$ cat src/rtl/eth_img_pkt_arb.sv
// Round-robin UDP image packetizer: arbitrates NUM_CH camera FIFOs and streams
// a two-word header plus PKT_WORDS payload words per packet into the UDP TX core.
module eth_img_pkt_arb #(
   parameter int          NUM_CH      = 2,
   parameter int          PKT_WORDS   = 256,
   parameter int          GAP_CYCLES  = 800,
   parameter int          CNT_W       = 11,
   parameter logic [15:0] FRAME_MAGIC = 16'hF05A
) (
   input  logic                    eth_tx_clk,
   input  logic                    rst,
   input  logic                    transfer_flag,
   input  logic [NUM_CH-1:0]       ch_vsync,
   input  logic [NUM_CH*CNT_W-1:0] ch_rdusedw,
   input  logic [NUM_CH*32-1:0]    ch_rd_data,
   output logic [NUM_CH-1:0]       ch_rd_en,
   input  logic                    udp_tx_req,
   input  logic                    udp_tx_done,
   output logic                    udp_tx_start_en,
   output logic [15:0]             udp_tx_byte_num,
   output logic [31:0]             udp_tx_data,
   output logic [7:0]              cur_ch
);

   localparam int               CH_W     = (NUM_CH > 1) ? $clog2(NUM_CH) : 1;
   localparam int               WC_W     = $clog2(PKT_WORDS + 3);
   localparam int               GC_W     = $clog2(GAP_CYCLES + 1);
   localparam logic [WC_W-1:0]  WC_SAT   = WC_W'(PKT_WORDS + 2);
   localparam logic [WC_W-1:0]  WC_PLAST = WC_W'(PKT_WORDS + 1);
   localparam logic [GC_W-1:0]  GAP_LAST = GC_W'(GAP_CYCLES - 1);
   localparam logic [CNT_W:0]   THRESH   = (CNT_W + 1)'(PKT_WORDS);
   localparam logic [15:0]      BYTE_NUM = 16'((PKT_WORDS + 2) * 4);

   typedef enum logic [2:0] {S_IDLE, S_ARB, S_START, S_SEND, S_GAP} state_t;

   state_t                   state_q;
   logic [NUM_CH-1:0]        vs_q, sof_q, vs_fall;
   logic [NUM_CH-1:0][15:0]  frame_q, pkt_q;
   logic [CH_W-1:0]          rr_q, sel_q, pick_d, rr_d;
   logic                     hit_d, arb_take, rd_win;
   logic [31:0]              hdr0_q, hdr1_q, data_q;
   logic                     pay_q, start_q;
   logic [15:0]              bnum_q;
   logic [7:0]               cur_ch_q;
   logic [WC_W-1:0]          wcnt_q;
   logic [GC_W-1:0]          gap_q;
   int                       idx;

   // First channel at or after rr_q (with wrap) holding a full packet.
   always_comb begin
      hit_d  = 1'b0;
      pick_d = '0;
      idx    = 0;
      for (int k = 0; k < NUM_CH; k++) begin
         idx = int'(rr_q) + k;
         if (idx >= NUM_CH) idx = idx - NUM_CH;
         if (!hit_d && ({1'b0, ch_rdusedw[idx*CNT_W +: CNT_W]} >= THRESH)) begin
            hit_d  = 1'b1;
            pick_d = CH_W'(idx);
         end
      end
   end

   assign rr_d     = (int'(pick_d) == NUM_CH - 1) ? '0 : pick_d + CH_W'(1);
   assign arb_take = (state_q == S_ARB) && transfer_flag && hit_d;
   assign vs_fall  = vs_q & ~ch_vsync;
   assign rd_win   = (state_q == S_SEND) && udp_tx_req &&
                     (wcnt_q >= WC_W'(2)) && (wcnt_q <= WC_PLAST);

   // Read strobe is combinational so it goes with the request in the same cycle;
   // gating with rst drops it without waiting for an edge.
   always_comb begin
      ch_rd_en = '0;
      if (!rst) ch_rd_en[sel_q] = rd_win;
   end

   // A vsync fall wins over a same-cycle grant so the new frame still gets SOF.
   always_ff @(posedge eth_tx_clk or posedge rst) begin
      if (rst) begin
         vs_q    <= '0;
         sof_q   <= '0;
         frame_q <= '0;
         pkt_q   <= '0;
      end else begin
         vs_q <= ch_vsync;
         for (int c = 0; c < NUM_CH; c++) begin
            if (vs_fall[c]) begin
               sof_q[c]   <= 1'b1;
               frame_q[c] <= frame_q[c] + 16'd1;
               pkt_q[c]   <= '0;
            end else if (arb_take && (int'(pick_d) == c)) begin
               sof_q[c] <= 1'b0;
               pkt_q[c] <= pkt_q[c] + 16'd1;
            end
         end
      end
   end

   always_ff @(posedge eth_tx_clk or posedge rst) begin
      if (rst) begin
         state_q  <= S_IDLE;
         rr_q     <= '0;
         sel_q    <= '0;
         hdr0_q   <= '0;
         hdr1_q   <= '0;
         data_q   <= '0;
         pay_q    <= 1'b0;
         start_q  <= 1'b0;
         bnum_q   <= '0;
         cur_ch_q <= '0;
         wcnt_q   <= '0;
         gap_q    <= '0;
      end else begin
         start_q <= 1'b0;
         data_q  <= '0;
         pay_q   <= rd_win;
         case (state_q)
            S_IDLE: if (transfer_flag) state_q <= S_ARB;
            S_ARB: begin
               if (!transfer_flag) begin
                  state_q <= S_IDLE;
               end else if (hit_d) begin
                  sel_q    <= pick_d;
                  cur_ch_q <= 8'(pick_d);
                  hdr0_q   <= {FRAME_MAGIC, sof_q[pick_d], 7'b0, 8'(pick_d)};
                  hdr1_q   <= {frame_q[pick_d], pkt_q[pick_d]};
                  rr_q     <= rr_d;
                  start_q  <= 1'b1;
                  bnum_q   <= BYTE_NUM;
                  state_q  <= S_START;
               end
            end
            S_START: begin
               wcnt_q  <= '0;
               state_q <= S_SEND;
            end
            S_SEND: begin
               if (udp_tx_req) begin
                  if (wcnt_q == WC_W'(0))      data_q <= hdr0_q;
                  else if (wcnt_q == WC_W'(1)) data_q <= hdr1_q;
                  if (wcnt_q != WC_SAT) wcnt_q <= wcnt_q + WC_W'(1);
               end
               if (udp_tx_done) begin
                  gap_q   <= '0;
                  state_q <= S_GAP;
               end
            end
            S_GAP: begin
               if (gap_q == GAP_LAST) state_q <= transfer_flag ? S_ARB : S_IDLE;
               else                   gap_q   <= gap_q + GC_W'(1);
            end
            default: state_q <= S_IDLE;
         endcase
      end
   end

   // Payload words come straight from the FIFO's registered read port so they
   // land one cycle after the request; header words come from data_q.
   assign udp_tx_data     = pay_q ? ch_rd_data[32*sel_q +: 32] : data_q;
   assign udp_tx_start_en = start_q;
   assign udp_tx_byte_num = bnum_q;
   assign cur_ch          = cur_ch_q;

endmodule

$ cat config.mk
export PLATFORM = sky130hd
export DESIGN_NAME = eth_img_pkt_arb
export DESIGN_NICKNAME = d
export VERILOG_FILES = /design/src/rtl/eth_img_pkt_arb.sv
export SDC_FILE = /design/constraint.sdc
export NUM_CORES = 1
export LEC_CHECK = 0
export BUFFER_PORTS_ARGS = -buffer_cell sky130_fd_sc_hd__buf_2
export CORE_UTILIZATION = 53
export DETAILED_ROUTE_END_ITERATION = 8
export PLACE_DENSITY_LB_ADDON = 0.05
export SYNTH_ARGS = -nofsm -noshare
export SYNTH_HDL_FRONTEND = slang
export SYNTH_SLANG_ARGS = --single-unit
export TNS_END_PERCENT = 30
$ cat constraint.sdc
create_clock -name eth_tx_clk -period 10.8 [get_ports eth_tx_clk]
set_input_delay 2.16 -clock eth_tx_clk [delete_from_list [all_inputs] [get_ports eth_tx_clk]]
set_output_delay 2.16 -clock eth_tx_clk [all_outputs]
set_load 0.1 [all_outputs]
# Yosys cells after proc, flatten, opt, wreduce, memory -nomap -nowiden
# Cells that the tools add are included.
[word_totals]
ff_bits = 162
in_bits = 93
out_inout_bits = 59
[classes]
addsub = 10
multipliers = 2
n_lt_le_gt_ge = 9
eq_ne = 14
shift = 3
muxes = 45
n_bitwise = 4
n_reduce_logical = 20
[ops]
columns = ["operator", "count"]
rows = [
  ["$mux W32", 7],
  ["$mux W16", 8],
  ["$add A16 B1 Y16 const B", 4],
  ["$mul A32 B5 Y32 const B", 2],
  ["$shiftx A22 B32 Y11", 2],
  ["$shiftx A64 B7 Y32", 1],
  ["$ge A11 B9 Y1 const B", 2],
  ["$mux W10", 2],
  ["$pmux W10 S2", 1],
  ["$mux W9", 2],
  ["$pmux W9 S2", 1],
  ["$mux W1", 16],
  ["$mux W3", 5],
  ["$pmux W3 S5", 1],
  ["$add A10 B1 Y10 const B", 1],
  ["$eq A10 B10 Y1 const B", 1],
  ["$ne A2 B2 Y1 const B", 5],
  ["$add A9 B1 Y9 const B", 1],
  ["$eq A9 B1 Y1 const B", 1],
  ["$ge A9 B2 Y1 const B", 1],
  ["$le A9 B9 Y1 const B", 1],
  ["$logic_and A1 B1 Y1", 9],
  ["$logic_not A9 Y1", 1],
  ["$ne A9 B9 Y1 const B", 1],
  ["23 further kinds", 31],
]

# Longest topological paths before layout
# Gate-level depths: netlist of the first run.
[depth]
ltp_word = 13
depth_mapped = 7

# Least setup slack after synthesis of the first run
# Ideal clock, no wire load.
[synth_timing]
path_type = "input to output"
start = "input udp_tx_req"
end = "output ch_rd_en[1]"
t_arrival_ns = 4.692
required_time_ns = 8.640
path_slack_ns = 3.948
stages = 3
path_buffers = 0
path_cell_list = "and4b_1 -> o21ai_0 -> nor3b_1"
[synth_between]
elab_chain_cells = 5
[synth_lines]
columns = ["item", "line", "rtl"]
rows = [
  ["start, declared", "17", "input logic udp_tx_req,"],
  ["$logic_and A1 B1 Y1 (2 in series)", "67", "assign rd_win = (state_q == S_SEND) && udp_tx_req &&"],
  ["$logic_and A1 B1 Y1", "68", "(wcnt_q >= WC_W'(2)) && (wcnt_q <= WC_PLAST);"],
  ["$and A2 B2 Y2 (no line)", "n/a", ""],
  ["$mux W2", "74", "if (!rst) ch_rd_en[sel_q] = rd_win;"],
  ["end, declared", "16", "output logic [NUM_CH-1:0] ch_rd_en,"],
]
# Every way passes these cells.

# Worst setup path after layout of the first run
# Ends and elaborated chain as after synthesis.

==> metrics.md, run 1 <==
| Metric | Value |
|---|---|
| Mean post-synth cell area | 9.884 µm² |
| Final Cell Area | 9258 µm² |
| CP peak stage delay | 0.46 ns |
| Vias in the first global route | 5,970 |
| Port bufs | 114 |
| RePlAce Congestion | 0.8537 |
| Final wirelength | 18,130 µm |
| Max cap viols | 0 |
| Dpl cells | 1,070 |
| Power Density | 150.7 nW/µm² |
| Initial core utilization | 54.80% |
| Final HPWL DP | 12,870 µm |
| Layout Cells excl Fill | 1,102 |
| VDD IR-drop max | 0.09287 mV |
| Routed len/inst | 16.45 µm |
| Clock transition at path regs | 0.06 ns |
| Largest net degree at the start of global routing | 101 |
| CP top delay family | buffers and inverters |
| Clk Tree Root Cell | clkbuf_16 |
| CTS tree | yes |
| CP arrival | 3.57 ns |
| Final Max Tran Viols | 0 |
| H-tree depth | 4 |
| Total I/O pin count | 152 |
| # Post-CTS Setup Buffers | 0 |
| Number of nets in the layout | 1,007 |
| Final Util | 62.98% |
| Post-layout min period | 5.726 ns |
| Metal1 wirelength | 8025 µm |
| Leading cell type in the layout, fill and taps excluded | dfrtp_1 |
| Yosys reg bits | 160 |
| Die height | 125.3 µm |
| Drt drc | 23 |
| Slew margin rel. | 16.13% |
| Crit path cell chain | buf_2 > and4b_1 > o21ai_0 > nor3b_1 > buf_2 |
| Drt pass-1 iters | 7 |
| Failing checks | design-rule violations |
| Crit path max fanout | 6 |
| Post-CTS Hold Fix Bufs | 0 |
| Ys flop type | dfrtp_1 |
| DIE AREA | 15,700 µm² |
| Post-Syn Area | 8055 µm² |
| 1st-iter DRT viols | 589 |
| Final Hold Vio Count | 0 |
| Placed cell area | 8617 µm² |
| Setup violators final | 0 |
| Metal2 WL | 8362 µm |
| Share of layout cells above drive strength 1 | 17.97% |
| Max clock buf depth | 2 |
| Period utilization | 53.02% |
| CTS buffer count | 17 |
| Final ANT Viol Nets | 0 |
| Row count | 44 |
| Register area share after synthesis | 49.70% |
| Worst path required time | 8.64 ns |
| CP dominant cell by count | buf_2 |
| Crit path launch type | input port |
| Critical path buffer and inverter count | 2 |
| Fmax | 0.1746 GHz |
| Highest metal used | met4 |
| Yosys cell types | 58 |
| Core region area | 14,700 µm² |
| Area delta synth->final | 14.93% |
| Commonest cells after routing, fill and taps aside | dfrtp_1, buf_2, nand2_1, nor2_1, a21oi_1 |
| Total grt overflow | 0 |
| Via count | 6,379 |
| Asr flop ratio synth | 100.0% |
| Measured slew at the worst slew-check pin | 1.255 ns |
| Outcome | finished with violations |
| Synth Warn # | 0 |
| Wire length on met3 | 1407 µm |
| Clock latency on the worst-skew pair | 0.42 ns |
| Cell count after synthesis | 815 |
| Initial antenna violation count | 0 |
| Total power | 0.001395 W |
| # diodes | 0 |
| CTS sink cnt | 160 |
| Overall die width | 125.3 µm |
| Hold WC Path Type | flip-flop to flip-flop |
| Gr usage total | 24.33% |
| Crit path kind | input port to output pin |
| Number of flops mapped to enable cells by yosys | 0 |
| Leakage power | 4.544 nW |
| Setup crit end kind | output pin |
| Post-route clock skew | 0.008884 ns |
| Via/cell ratio | 5.789 |
| Critical path's slowest cell | buf_2 |
| Resized cells post-CTS | 0 |
| RSZ-0062 raised after global routing | false |
| Setup TNS Final | 0 ns |
| Global-route wire length before repair | 30,170 µm |
[state kept, by name, summed over array words and instances, names as in the netlist]
signal	flops
data_q	32
gap_q	10
state_q	3
pay_q	1
frame_q	32
hdr0_q	2
sof_q	2
vs_q	2
rr_q	1
udp_tx_byte_num	1
pkt_q	32
wcnt_q	9
hdr1_q	32
udp_tx_start_en	1
[power by group]
| group | switching [W] | internal (W) |
|---|---|---|
| Combinational | 0.0000691 | 0.0000314 |
| Sequential | 0.0000297 | 0.000619 |
| Clock | 0.000248 | 0.000397 |
| Total | 0.000347 | 0.00105 |
[cells in the mapped netlist, types with 13 or more instances]
library cell / instances / area share (%)
o21ai_0: 14 / 0.87
a21oi_1: 60 / 3.7
inv_1: 37 / 1.7
or4_1: 15 / 1.4
o31ai_1: 17 / 1.6
and2_1: 25 / 1.9
buf_4: 25 / 2.3
a22oi_1: 13 / 1.2
mux2i_1: 33 / 4.1
nand4_1: 23 / 1.8
xnor2_1: 36 / 3.9
buf_2: 13 / 0.81
nand3_1: 25 / 1.6
nor2_1: 61 / 2.8
nand2_1: 75 / 3.5
clkbuf_1: 24 / 1.1
dfrtp_1: 160 / 50
a222oi_1: 23 / 2.9
[layer usage]
metal | up-vias | track usage, %
li1 | 3078 | -
met1 | 3013 | 33.01
met4 | 0 | 9.326
met5 | - | 0
met2 | 260 | 38.65
met3 | 28 | 5.006
[final timing paths]
kind                              from           to  slack, ns  cells past startpoint
setup / recovery            udp_tx_req  ch_rd_en[1]       5.07                      5
hold / removal             frame_q[15]  frame_q[15]       0.48                      1
setup reg to reg            state_q[0]     pkt_q[8]       8.50                      4
hold reg to reg            frame_q[15]  frame_q[15]       0.48                      1
max in group asynchronous          rst   hdr1_q[22]       7.58                      3
min in group asynchronous          rst    pkt_q[29]       1.95                      2
[cell type report]
class	instances	area, µm²
timing repair buffer	120	615.6
clock inverter	14	201.4
sequential	160	4006
multi-input combinational	569	3621
inverter	37	143.9
clock buffer	18	439.2
tap	184	230.2
fill	1193	5441
[through the flow]
step	hold WS, ns	setup slack (ns)
3_3_place_gp	0.4638	5.140
2_1_floorplan	0.4444	3.948
4_1_cts	0.4794	5.113
6_report	0.4780	5.074
5_1_grt	0.4945	5.021
3_5_place_dp	0.4709	5.119
[cells by family (layout without fill, tap and decap cells)]
logic type,count (synthesis),count (layout),synth area share (%)
and+or+nand+nor,299,299,19.42
AOI/OAI and AO/OA,163,163,14.15
DFF,160,160,49.70
buffers and inverters,106,189,6.399
xor gates and xnor gates,44,44,4.784
muxes,33,33,4.101
adders and majority gates,9,9,1.398
other,1,21,0.04655
Note: power is estimated with default switching activity, not from simulation.
==> inputs of run 2 (changes only) <==
ABC_AREA = 1   (was default)
clock period = 5.5 ns   (was 10.8 ns; I/O delays follow)
==> run 2 against run 1 <==
  * The run now ends clean
  * Sequential power rose by 130%
  * Via count up 22%
  * Core utilization is 0.12 points higher
  * Flip-flop and latch count unchanged
  * Synthesized cell count increased by 48%
  * Cell count up 38%
  * Critical path depth unchanged
  * Total power grew to 2.8 times the previous value
  * Worst hold slack got worse by 0.0030 ns
  * Worst setup slack got worse by 3.3 ns
  * Clock-buffer cell count grew 1
  * Global-route usage up 0.64 points
==> metrics.md, run 2 <==
| Metric | Value |
|---|---|
| Outcome | complete, no violations |
| Max clock buf depth | 2 |
| Yosys reg bits | 160 |
| Fin Hold WS | 0.4750 ns |
| Final ANT Viol Nets | 0 |
| Psw | 0.001410 W |
| Commonest cells after routing, fill and taps aside | nand2_1, dfrtp_1, nor2_1, buf_2, inv_1 |
| Routed len/inst | 13.63 µm |
| Synth Warn # | 0 |
| Gr usage total | 24.97% |
| Clk Tree Root Cell | clkbuf_16 |
| RePlAce Congestion | 0.8635 |
| Setup violators final | 0 |
| Largest net degree at the start of global routing | 161 |
| Worst Hold Path Cells | 2 |
| Number of flops mapped to enable cells by yosys | 0 |
| DIE AREA | 17,160 µm² |
| Die height | 131 µm |
| Resized cells post-CTS | 0 |
| Max cap viols | 0 |
| # diodes | 0 |
| R2R Path Start | state_q[1] |
| Final wirelength | 20,790 µm |
| Commonest cells in the netlist | nand2_1, dfrtp_1, nor2_1, inv_1, nand3_1 |
| Dpl ws | 2.148 ns |
| Compound-cell area share of the yosys netlist | 8.611% |
| RSZ-0062 raised after global routing | false |
| Adder-cell area share of the yosys netlist | 1.277% |
| CTS buffer count | 17 |
| Worst path required time | 4.40 ns |
| CTS tree | yes |
| Synth area leader | dfrtp_1 |
| Final HPWL DP | 14,670 µm |
| Slew margin rel. | 35.54% |
| Crit path kind | flip-flop to output pin |
| Combinational share of power | 26.1% |
| CTS sink cnt | 160 |
| Top post-synthesis cells by area | dfrtp_1, nand2_1, nor2_1 |
| Fmax | 0.2655 GHz |
| Final Util | 63.11% |
| Final Worst Setup Slack | 1.733 ns |
| Core region area | 16,060 µm² |
| Drt drc | 0 |
| CP startpoint | hdr0_q[0] |
| Setup TNS Final | 0 ns |
| Number of nets in the layout | 1,398 |
| Area delta synth->final | 14.90% |
| Yosys top cell area share | 45.40% |
| Seq pwr share | 38.4% |
| Reg area | 4005 µm² |
| CP arrival | 2.67 ns |
| Largest family of logic cells by synthesized area | simple AND/OR/NAND/NOR gates |
| Vias in the first global route | 6,462 |
| Leading cell type in the layout, fill and taps excluded | nand2_1 |
| P_int | 0.002543 W |
| Share of layout cells above drive strength 1 | 13.37% |
| Global-route wire length before repair | 32,600 µm |
| Setup crit end kind | output pin |
| Total grt overflow | 0 |
| Min-Delay Startpoint | sof_q[1] |
| Post-route clock skew | 0.009887 ns |
| Clock latency on the worst-skew pair | 0.43 ns |
| Multi-input logic area | 4114 µm² |
| Fillers | 1,423 |
| Clk pwr share | 35.5% |
| Mux share of post-synthesis cell area | 0% |
| 1st-iter DRT viols | 521 |
| Sw frac | 35.67% |
| Post-layout min period | 3.767 ns |
| Final Max Tran Viols | 0 |
| Cell with the most instances after synthesis | nand2_1 |
| VDD IR-drop max | 0.3308 mV |
| Period utilization | 68.49% |
| Via count | 7,776 |
| Yosys cell types | 36 |
| Register area share after synthesis | 45.40% |
| Mean post-synth cell area | 7.331 µm² |
| R2R cell count | 7 |
| Post-Syn Area | 8820 µm² |
| # Post-CTS Setup Buffers | 0 |
| H-tree depth | 4 |
| Leakage power | 4.982 nW |
| Ys flop type | dfrtp_1 |
| Synth Area in Simple Gates | 33.08% |
| Crit path launch type | flip-flop |
| Via/cell ratio | 5.099 |
| Clock transition at path regs | 0.06 ns |
| Port bufs | 114 |
| Total I/O pin count | 152 |
| Crit path max fanout | 36 |
| Initial core utilization | 54.92% |
| Power Density | 390.1 nW/µm² |
| Row count | 46 |
| Xor/xnor share of the synthesized area | 2.781% |
| Final Hold Vio Count | 0 |
| Overall die width | 131 µm |
| Asr flop ratio synth | 100.0% |
| Cell count after synthesis | 1,203 |
| Hold WC Path Type | flip-flop to flip-flop |
| Drt pass-1 iters | 5 |
| Measured slew at the worst slew-check pin | 0.9645 ns |
| Post-CTS Hold Fix Bufs | 0 |
| Initial antenna violation count | 0 |
-- run 2: cell types whose count changed after synthesis, sizes merged, moves of 26 or more --
cell,before,now
mux2i,33,0
nand2,75,433
xnor2,36,10
nor2,61,154
inv,37,109
a21oi,60,13
nand3,25,63
a31oi,0,32
o21ai,15,46
-- run 2: power by group through the flow --
| stage | logic [W] | registers, W | clock network, W |
|---|---|---|---|
| after floorplan | 0.000840 | 0.00150 | 0 |
| after global placement | 0.00102 | 0.00153 | 0 |
| after detailed placement | 0.00103 | 0.00153 | 0 |
| after CTS | 0.00103 | 0.00152 | 0.00142 |
| after global routing | 0.00115 | 0.00154 | 0.00147 |
| final | 0.00103 | 0.00152 | 0.00140 |
-- run 2: worst paths after layout --
check / end / slack (ns)
max: udp_tx_data[22] / 1.73
min: sof_q[1] / 0.48
max reg2reg: pkt_q[20] / 3.08
min reg2reg: sof_q[1] / 0.48
max in group asynchronous: pay_q / 3.88
min in group asynchronous: gap_q[5] / 0.94
-- run 2: worst max-delay path: stages, from the launching register on --
cell	delay [ns]
dfrtp_1	0.32
buf_4	0.32
clkinv_1	0.83
nand2_1	0.27
a31oi_1	0.14
buf_2	0.35
-- run 2: metrics by stage --
stage	power [W]	instance area, µm²	std cells
4_1_cts	0.003974	10130	1525
6_report	0.003953	10130	1525
3_3_place_gp	0.002546	9423	1493
5_1_grt	0.004165	10130	1525
3_5_place_dp	0.002563	9423	1493
2_1_floorplan	0.002344	8899	1223
-- run 2: final cells by class --
type                    count  share of cell area (%)
well taps                 216                   2.667
flip-flops and latches    160                   39.52
clock buffers              19                   4.470
repair buffers            118                   6.050
inverters                 111                   4.149
clock inverters            13                   2.544
multi-input cells         888                   40.60
-- run 2: cell families after synthesis --
kind of cell / after synthesis
xor gates and xnor gates: 28
AOI/OAI and AO/OA: 125
buffers and inverters: 175
other: 1
DFF: 160
adders and majority gates: 9
and+or+nand+nor: 705
-- run 2: routing by layer --
metal | track usage (%) | vias up | part of all wire [%]
met5 | 0 | - | 0
met2 | 38.06 | 214 | 44
met1 | 36.39 | 3559 | 49
li1 | - | 3987 | -
met4 | 6.829 | 0 | 0.94
met3 | 4.764 | 16 | 6.0
==> inputs of run 3 (changes only) <==
CORE_UTILIZATION = 51   (was 53)
clock period = 3 ns   (was 5.5 ns; I/O delays follow)
==> run 3 against run 2 <==
  * Design area hardly changed
  * Worst hold slack worse by 0.18 ns
  * Non-clock buffer count is 7 higher
  * Global-route usage is 0.42 points lower
  * Via count is 0.32% lower
  * Sequential share of layout area hardly changed
  * Critical endpoint is now ch_rd_en[0]
  * First-iteration DRC count is 2.1% higher
  * Sequential power is 84% higher
  * Clock skew is 0.0041 ns lower
  * Die area is 3.9% higher
  * Register-to-register slack worse by 2.3 ns
  * Core utilization is 2.6 points lower
==> metrics.md, run 3 (same netlist as run 2, synthesis figures left out) <==
| Metric | Value |
|---|---|
| Clock latency on the worst-skew pair | 0.42 ns |
| Measured slew at the worst slew-check pin | 0.8460 ns |
| CTS tree | yes |
| Final ANT Viol Nets | 0 |
| Clk Tree Root Cell | clkbuf_16 |
| Area delta synth->final | 14.99% |
| Crit path launch type | flip-flop |
| Total grt overflow | 0 |
| Overall die width | 133.5 µm |
| Global-route wire length before repair | 34,600 µm |
| Leading cell type in the layout, fill and taps excluded | nand2_1 |
| Initial antenna violation count | 0 |
| Fillers | 1,588 |
| # diodes | 0 |
| # Post-CTS Setup Buffers | 0 |
| Dpl cells | 1,504 |
| Routed len/inst | 13.60 µm |
| H-tree depth | 4 |
| Commonest cells after routing, fill and taps aside | nand2_1, dfrtp_1, nor2_1, buf_2, inv_1 |
| Largest net degree at the start of global routing | 161 |
| Setup violators final | 0 |
| Final Hold Vio Count | 0 |
| Final Worst Setup Slack | 0.1604 ns |
| Via/cell ratio | 5.046 |
| CTS buffer count | 17 |
| VDD IR-drop max | 0.4073 mV |
| Crit path kind | flip-flop to output pin |
| Crit path max fanout | 8 |
| Number of nets in the layout | 1,405 |
| Hold WC Path Type | input port to flip-flop |
| 1st-iter DRT viols | 532 |
| Outcome | complete, no violations |
| CTS sink cnt | 160 |
| RSZ-0062 raised after global routing | false |
| Dpl ws | 0.5200 ns |
| Fmax | 0.3522 GHz |
| Period utilization | 94.65% |
| Total power | 0.006987 W |
| Drt pass-1 iters | 5 |
| Final HPWL DP | 15,010 µm |
| Resized cells post-CTS | 0 |
| CP arrival | 2.24 ns |
| Die height | 133.5 µm |
| Share of layout cells above drive strength 1 | 13.98% |
| Max clock buf depth | 2 |
| Post-layout min period | 2.840 ns |
| Setup crit end kind | output pin |
| Worst path required time | 2.40 ns |
| Drt drc | 0 |
| Power Density | 688.9 nW/µm² |
| Final wirelength | 20,880 µm |
| Post-route clock skew | 0.005760 ns |
| Port bufs | 114 |
| Core region area | 16,760 µm² |
| Max cap viols | 0 |
| RePlAce Congestion | 0.8739 |
| Slew margin rel. | 43.60% |
| Gr usage total | 24.55% |
| Layout Cells excl Fill | 1,536 |
| Total I/O pin count | 152 |
| Post-CTS Hold Fix Bufs | 0 |
| Initial core utilization | 52.62% |
| Via count | 7,751 |
| Row count | 47 |
| Final Max Tran Viols | 0 |
| Vias in the first global route | 6,880 |
| DIE AREA | 17,820 µm² |
| Clock transition at path regs | 0.06 ns |
| Leakage power | 4.987 nW |
-- run 3: cell count changes in the layout (fill, tap and decap cells not counted), sizes merged --
cell,previous run,this run
buf,118,124
clkbuf,19,20
clkinv,7,10
bufinv,7,4
-- run 3: stage by stage --
| stage | cell area (µm²) | utilization (%) | hold WS, ns | setup TNS, ns |
|---|---|---|---|---|
| global route | 10140 | 60.52 | 0.2861 | 0 |
| detailed placement | 9500 | 56.69 | 0.4834 | 0 |
| CTS | 10140 | 60.50 | 0.2779 | 0 |
| floorplan | 8904 | - | 0.4422 | -8.186 |
| finish | 10140 | 60.52 | 0.2969 | 0 |
| global placement | 9500 | 56.69 | 0.4565 | 0 |
-- run 3: cell type report --
class	instances	area, µm²	share of cell area [%]
clock buffers	19	452.9	4.466
clock inverters	13	186.4	1.838
inverters	111	420.4	4.145
multi-input cells	888	4119	40.61
flip-flops and latches	160	4005	39.49
well taps	220	275.3	2.714
repair buffers	125	683.2	6.736
-- run 3: final timing paths --
path / start / endpoint / slack (ns) / depth (start not counted)
worst max-delay path: state_q[2] / ch_rd_en[0] / 0.16 / 8
worst min-delay path: ch_vsync[1] / vs_q[1] / 0.30 / 1
worst max register to register: wcnt_q[0] / data_q[23] / 0.78 / 7
worst min register to register: sof_q[1] / sof_q[1] / 0.49 / 2
max in group asynchronous: rst / pay_q / 1.87 / 3
min in group asynchronous: rst / gap_q[0] / 0.49 / 3
-- run 3: critical path: stages (launching register included) --
cell      delay [ns]
dfrtp_1         0.43
inv_2           0.08
nand3_2         0.14
inv_2           0.19
nand2_1         0.17
a21oi_1         0.19
nand3_1         0.16
nor2_2          0.12
clkbuf_4        0.33
-- run 3: where the power goes --
part	total [W]	internal (W)	switching, W	leakage [nW]
registers	0.00279	0.00248	0.000309	2.14
logic	0.00189	0.000504	0.00139	2.53
clock network	0.00231	0.00144	0.000867	0.313
total	0.00699	0.00442	0.00257	4.99
-- run 3: layer usage --
| metal | global-route usage, % | up-vias | part of all wire (%) |
|---|---|---|---|
| met5 | 0 | - | 0 |
| met4 | 7.071 | 0 | 0.95 |
| met3 | 3.805 | 17 | 6.0 |
| met2 | 36.52 | 226 | 43 |
| met1 | 36.98 | 3513 | 51 |
| li1 | - | 3995 | - |
